`config.mk`:
```
export PLATFORM = sky130hd
export DESIGN_NAME = audio_i2s_serializer_flat
export DESIGN_NICKNAME = d
export VERILOG_FILES = /design/src/rtl/audio_i2s_serializer_if.sv /design/src/rtl/audio_i2s_serializer.sv /design/src/flat_wrapper.sv
export SDC_FILE = /design/constraint.sdc
export NUM_CORES = 1
export LEC_CHECK = 0
export CELL_PAD_IN_SITES_DETAIL_PLACEMENT = 1
export CELL_PAD_IN_SITES_GLOBAL_PLACEMENT = 2
export CORE_AREA = 2 2 104 106
export CTS_CLUSTER_SIZE = 30
export DETAILED_ROUTE_END_ITERATION = 8
export DIE_AREA = 0 0 106 108
export PLACE_DENSITY_LB_ADDON = 0.1
export SLEW_MARGIN = 20
export SYNTH_ARGS = -nofsm -noshare
export SYNTH_HDL_FRONTEND = slang
export SYNTH_SLANG_ARGS = --single-unit
```
`constraint.sdc`:
```
create_clock -name clk -period 8.1 [get_ports clk]
set_clock_uncertainty 0.2 [all_clocks]
set_input_delay 0.81 -clock clk [delete_from_list [all_inputs] [get_ports clk]]
set_output_delay 0.81 -clock clk [all_outputs]
set_load 0.02 [all_outputs]
```
`src/rtl/audio_i2s_serializer_if.sv`:
```
// Bundle between the audio mixer side and the I2S serializer.
// Carries samples/controls in and I2S clocks/data/status out.
interface audio_i2s_serializer_if;
  logic [15:0] audio_in_left;
  logic [15:0] audio_in_right;
  logic [3:0]  vol_atten;
  logic        mute;
  logic        audio_mclk;
  logic        audio_lrck;
  logic        audio_sck;
  logic        audio_sdin;
  logic        sample_req;
  logic        muted;

  modport master (
    output audio_in_left, audio_in_right, vol_atten, mute,
    input  audio_mclk, audio_lrck, audio_sck, audio_sdin,
    input  sample_req, muted
  );

  modport slave (
    input  audio_in_left, audio_in_right, vol_atten, mute,
    output audio_mclk, audio_lrck, audio_sck, audio_sdin,
    output sample_req, muted
  );
endinterface

```
`src/rtl/audio_i2s_serializer.sv`:
```
// Stereo I2S serializer, 512-clk frame, 16 bits/channel, with
// static attenuation and frame-stepped soft-mute ramp.
// Ports: clk, rst (async, active high), bus (slave modport):
//   in  audio_in_left/right[15:0], vol_atten[3:0], mute
//   out audio_mclk, audio_lrck, audio_sck, audio_sdin,
//       sample_req, muted
// Define AUDIO_SER_MONO_EN to send the left sample on both channels.
module audio_i2s_serializer (
  input  logic                    clk,
  input  logic                    rst,
  audio_i2s_serializer_if.slave   bus
);

  typedef enum logic [1:0] {
    PLAY,
    RAMP_DOWN,
    MUTED,
    RAMP_UP
  } state_t;

  state_t      state, state_n;
  logic [4:0]  r, r_n;
  logic [8:0]  cnt, cnt_n;
  logic        latch;
  logic [4:0]  tot;
  logic [15:0] hold_l, hold_r;
  logic [3:0]  bit_idx;
  logic        bit_n;
  logic        muted_c;

  logic mclk_q, sck_q, lrck_q, sdin_q, req_q;

  assign cnt_n = cnt + 9'd1;
  assign latch = (cnt == 9'd0);

  function automatic logic [15:0] atten(
    input logic [15:0] s,
    input logic [4:0]  t
  );
    logic signed [15:0] v;
    v = $signed(s) >>> t[3:0];
    return t[4] ? 16'h0000 : v;
  endfunction

  // new r takes effect on the sample latched at the same edge
  assign tot = {1'b0, bus.vol_atten} + r_n;

  always_ff @(posedge clk or posedge rst) begin
    if (rst) begin
      state <= PLAY;
      r     <= 5'd0;
    end else if (latch) begin
      state <= state_n;
      r     <= r_n;
    end
  end

  always_comb begin
    state_n = state;
    r_n     = r;
    unique case (state)
      PLAY: begin
        r_n = 5'd0;
        if (bus.mute) begin
          state_n = RAMP_DOWN;
          r_n     = 5'd1;
        end
      end
      RAMP_DOWN: begin
        if (!bus.mute) begin
          r_n     = r - 5'd1;
          state_n = (r == 5'd1) ? PLAY : RAMP_UP;
        end else begin
          r_n = r + 5'd1;
          if (r == 5'd15) state_n = MUTED;
        end
      end
      MUTED: begin
        r_n = 5'd16;
        if (!bus.mute) begin
          state_n = RAMP_UP;
          r_n     = 5'd15;
        end
      end
      RAMP_UP: begin
        if (bus.mute) begin
          r_n     = r + 5'd1;
          state_n = (r == 5'd15) ? MUTED : RAMP_DOWN;
        end else begin
          r_n = r - 5'd1;
          if (r == 5'd1) state_n = PLAY;
        end
      end
    endcase
  end

  always_comb begin
    muted_c = (state == MUTED);
  end

  // Loaded at the end of period p for period p+1: channel is
  // cnt[8] and bit index works out to ~p[3:0] for both halves.
  assign bit_idx = ~cnt[7:4];
  assign bit_n   = cnt[8] ? hold_r[bit_idx] : hold_l[bit_idx];

`ifdef AUDIO_SER_MONO_EN
  logic unused_right;
  assign unused_right = ^bus.audio_in_right;
`endif

  always_ff @(posedge clk or posedge rst) begin
    if (rst) begin
      cnt    <= 9'd0;
      mclk_q <= 1'b0;
      sck_q  <= 1'b0;
      lrck_q <= 1'b0;
      sdin_q <= 1'b0;
      req_q  <= 1'b0;
      hold_l <= 16'h0000;
      hold_r <= 16'h0000;
    end else begin
      cnt    <= cnt_n;
      mclk_q <= cnt_n[1];
      sck_q  <= cnt_n[3];
      lrck_q <= cnt_n[8];
      req_q  <= (cnt_n == 9'd511);
      if (cnt[3:0] == 4'hF) sdin_q <= bit_n;
      if (latch) begin
        hold_l <= atten(bus.audio_in_left, tot);
`ifdef AUDIO_SER_MONO_EN
        hold_r <= atten(bus.audio_in_left, tot);
`else
        hold_r <= atten(bus.audio_in_right, tot);
`endif
      end
    end
  end

  assign bus.audio_mclk = mclk_q;
  assign bus.audio_sck  = sck_q;
  assign bus.audio_lrck = lrck_q;
  assign bus.audio_sdin = sdin_q;
  assign bus.sample_req = req_q;
  assign bus.muted      = muted_c;

endmodule

```
`src/flat_wrapper.sv`:
```
// flat-port wrapper written by rule: the top's interface ports become plain ports
module audio_i2s_serializer_flat 
  (clk, rst, bus_audio_in_left, bus_audio_in_right, bus_vol_atten, bus_mute, bus_audio_mclk, bus_audio_lrck, bus_audio_sck, bus_audio_sdin, bus_sample_req, bus_muted);
  audio_i2s_serializer_if bus_i ();
  input  logic clk;
  input  logic rst;
  input wire logic [$bits(bus_i.audio_in_left)-1:0] bus_audio_in_left;
  input wire logic [$bits(bus_i.audio_in_right)-1:0] bus_audio_in_right;
  input wire logic [$bits(bus_i.vol_atten)-1:0] bus_vol_atten;
  input wire logic [$bits(bus_i.mute)-1:0] bus_mute;
  output wire logic [$bits(bus_i.audio_mclk)-1:0] bus_audio_mclk;
  output wire logic [$bits(bus_i.audio_lrck)-1:0] bus_audio_lrck;
  output wire logic [$bits(bus_i.audio_sck)-1:0] bus_audio_sck;
  output wire logic [$bits(bus_i.audio_sdin)-1:0] bus_audio_sdin;
  output wire logic [$bits(bus_i.sample_req)-1:0] bus_sample_req;
  output wire logic [$bits(bus_i.muted)-1:0] bus_muted;
  assign bus_i.audio_in_left = bus_audio_in_left;
  assign bus_i.audio_in_right = bus_audio_in_right;
  assign bus_i.vol_atten = bus_vol_atten;
  assign bus_i.mute = bus_mute;
  assign bus_audio_mclk = bus_i.audio_mclk;
  assign bus_audio_lrck = bus_i.audio_lrck;
  assign bus_audio_sck = bus_i.audio_sck;
  assign bus_audio_sdin = bus_i.audio_sdin;
  assign bus_sample_req = bus_i.sample_req;
  assign bus_muted = bus_i.muted;
  audio_i2s_serializer u_core (.clk(clk), .rst(rst), .bus(bus_i));
endmodule
```
==> impl_metrics.yaml, run 1 <==
detailed_routing:
  vias: 3138
  drcViolationCount: 0
  vias_per_cell: 5.59
  wl_mm: 10.3
  postRouteAntennaNets: 0
  wl_per_cell_um: 18.3
  drtIter0Drc: 147
  firstDrtPassIters: 4
clock_network:
  cts_tree: "yes"
  clockBufferDepth: 2
  cts_hold_buf: 0
  cts_setup_buffers: 0
  clk_pin_slew_worst_paths_ns: 0.09
  cts_resized: 0
  root_buffer: "clkbuf_8"
  clk_latency_ns: 0.31
  cts_buffers: 5
  htree_levels: 2
  cts_sinks: 50
setup_path:
  r2r_cells: 10
  r2r_start: "u_core.r[0]"
  crit_path_end_kind: "flip-flop"
  arrival_ns: 4.63
  worstSetupStartpoint: "bus_mute"
  reg2reg_setup_slack_ns: 4.08
  worstSetupPathType: "input port to flip-flop"
  critical-path-top-delay-family: "adder cells"
  critPathMaxFanout: 33
  crit_chain: "clkdlybuf4s50_1 -> xor2_1 -> nor2_1 -> a21oi_1 -> ha_1 -> fa_2 -> mux2_2 -> mux2i_1 -> inv_1 -> mux4_2 -> a22o_1"
  crit_path_start_kind: "input port"
  cp_data_required_time_ns: 8.11
  cp.buffers_inverters: 2
  critPathMaxStageDelay_ns: 1.13
  cp_slowest_cell: "fa_2"
  reg2reg_to: "u_core.hold_r[0]"
yosys:
  yosysSeqAreaShare_pct: 31.3
  synth_area_per_cell_um2: 10.1
  yosysWarningCount: 0
  synthesis.nets: 448
  async_flop_share_pct: 100
  synth_common_cells: "54 x mux2i_1, 50 x dfrtp_1, 46 x nand2_1"
  yosys-top-cells-area: "dfrtp_1 31%, mux2i_1 14%, mux4_2 10%"
  synth_area_um2: 4000
  yosys_most_used_dff: "dfrtp_1"
  synthCells: 397
  synth_seq_cells: 50
  synth.distinct_cells: 59
  yosysTopAreaCell: "dfrtp_1"
  yosysMostFrequentCell: "mux2i_1"
  synth-edff-count: 0
  synth_top_area_share_pct: 31.3
cells_and_area:
  syn_to_final_growth_pct: 15.8
  antenna_cells: 0
  regArea_um2: 1250
  final_nets: 475
  fillCellCount: 1179
  drive_gt1_share_pct: 14.6
  multi_input_area_um2: 2540
floorplanning:
  core-area_um2: 10200
  die_area_um2: 11400
  die_width_um: 106
  core.rowCount: 37
  die_h_um: 108
  boundaryPins: 45
  start_util_pct: 39.1
grt:
  grt_pass1_wl_mm: 17.3
  grt-ovfl-total: 0
  grt_pass1_vias: 3323
  antenna_found_initial: 0
  grt_usage_pct: 19.0
  grt_max_degree: 47
timing:
  period_share_pct: 57.0
  setup_violations: 0
  hold_viol: 0
  slew_headroom_pct: 41.3
  finalCriticalPeriod_ns: 4.62
  worst_pin_slew_ns: 0.876
  holdWs_ns: 0.287
  max_freq_ghz: 0.217
  rsz0062_at_grt: "no"
  layout_setup_ws_ns: 3.48
  tns_ns: 0
  finalMaxSlewViolations: 0
place:
  port-buffer-count: 44
  detailedPlace.worstSlack_ns: 3.15
  finalWeightedCongestion: 0.765
  dp.final_hpwl_mm: 7.57
pwr:
  seq_power_share_pct: 31.8
  vdd_ir_drop_max_uv: 86.5
  clock_power_share_pct: 22.4
  p_switching_uw: 351
  p_int_uw: 632
  p_sw_share_pct: 35.7
  power_uw: 983
  powerDensity_nw_per_um2: 212
  p_leak_uw: 0.00210
  comb_power_share_pct: 45.8
run:
  maxCapViolCount: 0
min_path:
  min_from: "u_core.hold_r[8]"
  hp-class: "flip-flop to flip-flop"
  hold_path_depth: 2
  hold_path_end: "u_core.hold_r[8]"
status:
  status: "finished clean"
metrics by stage:
stage / instance area (um^2) / cells / utilization, %
after floorplan: 4000 / 397 / -
after global placement: 4480 / 553 / 43.8
after detailed placement: 4480 / 553 / 43.8
after CTS: 4630 / 561 / 45.2
after global routing: 4640 / 561 / 45.3
final: 4640 / 561 / 45.3
flip-flops by register name, summed over array words and instances (netlist names):
signal                 flops
u_core.hold_r             16
u_core.bus.sample_req      1
u_core.hold_l             16
u_core.state               2
u_core.bus.audio_sdin      1
u_core.cnt                 9
u_core.r                   5
final cells by class:
cell class              instances  area share [%]
repair buffers                 49            10.3
well taps                     136            3.67
inverters                      14            1.13
clock inverters                 2            1.30
flip-flops and latches         50            27.0
multi-input cells             304            54.8
clock buffers                   6            1.78
worst register-to-register path: cells and delay by family (launching register included):
family / cells / cell delay, ns
buffers and inverters: 2 / 0.15
flip-flops: 1 / 0.47
XOR/XNOR: 1 / 0.13
adder cells (fa/ha/maj): 2 / 1.46
multiplexers: 3 / 1.05
AO/OA/AOI/OAI: 2 / 0.46
how the worst max path moves through the flow:
stage,endpoint,slack (ns),cells past startpoint
2_1_floorplan,u_core.hold_l[3],4.45,13
3_5_place_dp,u_core.hold_r[0],3.15,11
3_3_place_gp,u_core.hold_r[0],3.23,11
4_1_cts,u_core.hold_r[0],3.49,11
5_1_grt,u_core.hold_r[0],3.21,11
6_report,u_core.hold_r[0],3.48,11
power by group through the flow:
stage	Clock, uW	Combinational, uW	Sequential [uW]
2_1_floorplan	0	360	310
3_3_place_gp	0	447	316
3_5_place_dp	0	452	319
4_1_cts	228	454	313
5_1_grt	235	498	318
6_report	220	450	313
layout by cell type, fill, tap and decap left out, types with 4 or more instances in the layout:
cell,synthesis,final
mux2i_1,54,53
dfrtp_1,50,50
nand2_1,46,46
clkdlybuf4s50_1,0,44
o21ai_0,19,19
mux4_2,18,18
mux2_2,15,15
nor2_1,14,14
inv_1,14,13
a21oi_1,12,12
nand3_1,11,11
ha_1,11,11
o31ai_1,8,8
a22o_1,7,7
and2_1,7,7
xnor2_1,6,6
and3_1,6,6
clkbuf_8,0,6
xor2_1,6,5
a21o_1,5,5
a32o_1,5,5
buf_4,7,5
nand2b_1,4,4
a211oi_1,4,4
kinds of logic after synthesis:
family / after synthesis / share of synthesized area (%)
simple gates: 109 / 13.8
mux: 87 / 27.8
compound gates: 83 / 14.3
flops: 50 / 31.3
buf+inv: 43 / 5.84
xor+xnor: 13 / 3.03
fa+ha+maj: 12 / 3.94
layer usage:
metal | GRT usage (%) | routed length [um] | part of all wire [%] | up-vias
met5 | 0 | 0 | 0 | -
met2 | 32.3 | 4810 | 47 | 59
met1 | 26.2 | 5080 | 49 | 1551
met3 | 2.05 | 249 | 2.4 | 8
met4 | 4.79 | 130 | 1.3 | 0
li1 | - | - | - | 1520
Note: power is estimated with default switching activity, not from simulation.
==> run 2: changes to the inputs <==
--- a/config.mk
+++ b/config.mk
@@ -7,10 +7,10 @@
 export LEC_CHECK = 0
 export CELL_PAD_IN_SITES_DETAIL_PLACEMENT = 1
 export CELL_PAD_IN_SITES_GLOBAL_PLACEMENT = 2
-export CORE_AREA = 2 2 104 106
+export CORE_AREA = 2 2 108 110
 export CTS_CLUSTER_SIZE = 30
 export DETAILED_ROUTE_END_ITERATION = 8
-export DIE_AREA = 0 0 106 108
+export DIE_AREA = 0 0 110 112
 export PLACE_DENSITY_LB_ADDON = 0.1
 export SLEW_MARGIN = 20
 export SYNTH_ARGS = -nofsm -noshare
==> constraint.sdc (replaced) <==
create_clock -name clk -period 4.6 [get_ports clk]
set_clock_uncertainty 0.2 [all_clocks]
set_input_delay 0.46 -clock clk [delete_from_list [all_inputs] [get_ports clk]]
set_output_delay 0.46 -clock clk [all_outputs]
set_load 0.02 [all_outputs]
==> impl_metrics.yaml, run 2 (synthesis results as in run 1) <==
cells_and_area:
  layout_common_cells: "54 x mux2i_1, 50 x dfrtp_1, 46 x nand2_1"
  antenna_cells: 0
  final_cells: 576
  final_nets: 483
  syn_to_final_growth_pct: 17.4
  finalInstanceArea_um2: 4700
  final_common_cell: "mux2i_1"
  fillCellCount: 1273
  drive_gt1_share_pct: 15.9
  top_regs: "u_core.hold_l: 16 flops, u_core.hold_r: 16 flops, u_core.cnt: 9 flops"
detailed_routing:
  vias_per_cell: 5.50
  vias: 3167
  wl_per_cell_um: 18.3
  postRouteAntennaNets: 0
  drcViolationCount: 0
  firstDrtPassIters: 4
  wl_mm: 10.6
  drtIter0Drc: 146
grt:
  grt_usage_pct: 18.4
  grt_pass1_wl_mm: 17.9
  grt_max_degree: 51
  grt-ovfl-total: 0
  antenna_found_initial: 0
  grt_pass1_vias: 3362
setup_path:
  crit_chain: "clkdlybuf4s50_1 -> xor2_1 -> nor2_1 -> a21oi_1 -> ha_1 -> fa_2 -> buf_4 -> mux2i_1 -> a21oi_1 -> mux4_2 -> a22o_1"
  crit_path_start_kind: "input port"
  crit_path_end_kind: "flip-flop"
  cp_data_required_time_ns: 4.59
  critPathMaxFanout: 17
  cpMostUsedCell: "a21oi_1"
  reg2reg_to: "u_core.hold_l[4]"
  critPathMaxStageDelay_ns: 0.82
  r2r_cells: 10
  r2r_start: "u_core.r[0]"
  cp.buffers_inverters: 2
  reg2reg_setup_slack_ns: 0.83
  worstSetupPathType: "input port to flip-flop"
  critical-path-top-delay-family: "adder cells"
  arrival_ns: 3.79
  cp_slowest_cell: "fa_2"
floorplanning:
  core.rowCount: 39
  start_util_pct: 35.8
  die_area_um2: 12300
  die_width_um: 110
  die_h_um: 112
  core-area_um2: 11200
  boundaryPins: 45
clock_network:
  htree_levels: 2
  cts_resized: 0
  clk_pin_slew_worst_paths_ns: 0.07
  cts_setup_buffers: 0
  root_buffer: "clkbuf_16"
  cts_sinks: 50
  cts_tree: "yes"
  clk_latency_ns: 0.30
  cts_buffers: 5
  clockBufferDepth: 2
  cts_hold_buf: 0
place:
  port-buffer-count: 44
  post_dp_cell_area_um2: 4550
  finalWeightedCongestion: 0.811
  dp.final_hpwl_mm: 8.03
  dp_cells: 568
timing:
  tns_ns: 0
  worst_pin_slew_ns: 0.648
  holdWs_ns: 0.278
  setup_violations: 0
  rsz0062_at_grt: "no"
  hold_viol: 0
  period_share_pct: 82.5
  finalCriticalPeriod_ns: 3.79
  finalMaxSlewViolations: 0
  max_freq_ghz: 0.264
  slew_headroom_pct: 56.8
pwr:
  vdd_ir_drop_max_uv: 146
  p_leak_uw: 0.00215
  power_uw: 1750
  powerDensity_nw_per_um2: 371
min_path:
  hold_path_depth: 2
  min_from: "u_core.hold_l[9]"
  hp-class: "flip-flop to flip-flop"
  hold_path_end: "u_core.hold_l[9]"
run:
  maxCapViolCount: 0
status:
  status: "finished clean"
[run 2: how the worst max path moves through the flow]
stage	start	end	slack (ns)	cells after the start
4_1_cts	bus_mute	u_core.hold_l[4]	0.78	11
3_5_place_dp	bus_mute	u_core.hold_l[4]	0.47	11
3_3_place_gp	bus_mute	u_core.hold_l[0]	0.55	11
6_report	bus_mute	u_core.hold_l[4]	0.81	11
5_1_grt	bus_mute	u_core.hold_l[4]	0.57	11
2_1_floorplan	u_core.state[0]	u_core.hold_l[3]	1.27	12
[run 2: cell type report]
cell class	count	area [um^2]	area share [%]
multi-input cells	304	2530	53.8
inverters	14	52.6	1.12
well taps	143	179	3.81
flip-flops and latches	50	1250	26.6
clock buffers	5	125	2.66
clock inverters	3	26.3	0.559
repair buffers	57	538	11.4
[run 2: metrics by stage]
step	setup slack (ns)	utilization [%]
2_1_floorplan	1.27	-
4_1_cts	0.780	42.1
5_1_grt	0.568	42.1
3_3_place_gp	0.550	40.7
3_5_place_dp	0.471	40.7
6_report	0.806	42.1
[run 2: metal layers]
| layer | vias to the layer above | track usage [%] | routed length [um] |
|---|---|---|---|
| li1 | 1531 | - | - |
| met1 | 1570 | 27.0 | 5210 |
| met2 | 59 | 29.2 | 4980 |
| met3 | 7 | 2.11 | 267 |
| met4 | 0 | 3.80 | 104 |
| met5 | - | 0 | 0 |
[run 2: tightest hold or removal path, delay by kind of cell (launching register included)]
kind / cells / cell delay (ns)
DFF: 1 / 0.35
and+or+nand+nor: 1 / 0.05
AOI/OAI and AO/OA: 1 / 0.05
[run 2: report_power, final]
group	switching (uW)	total, uW	internal (uW)
logic	423	809	386
registers	45.3	553	508
clock network	177	384	207
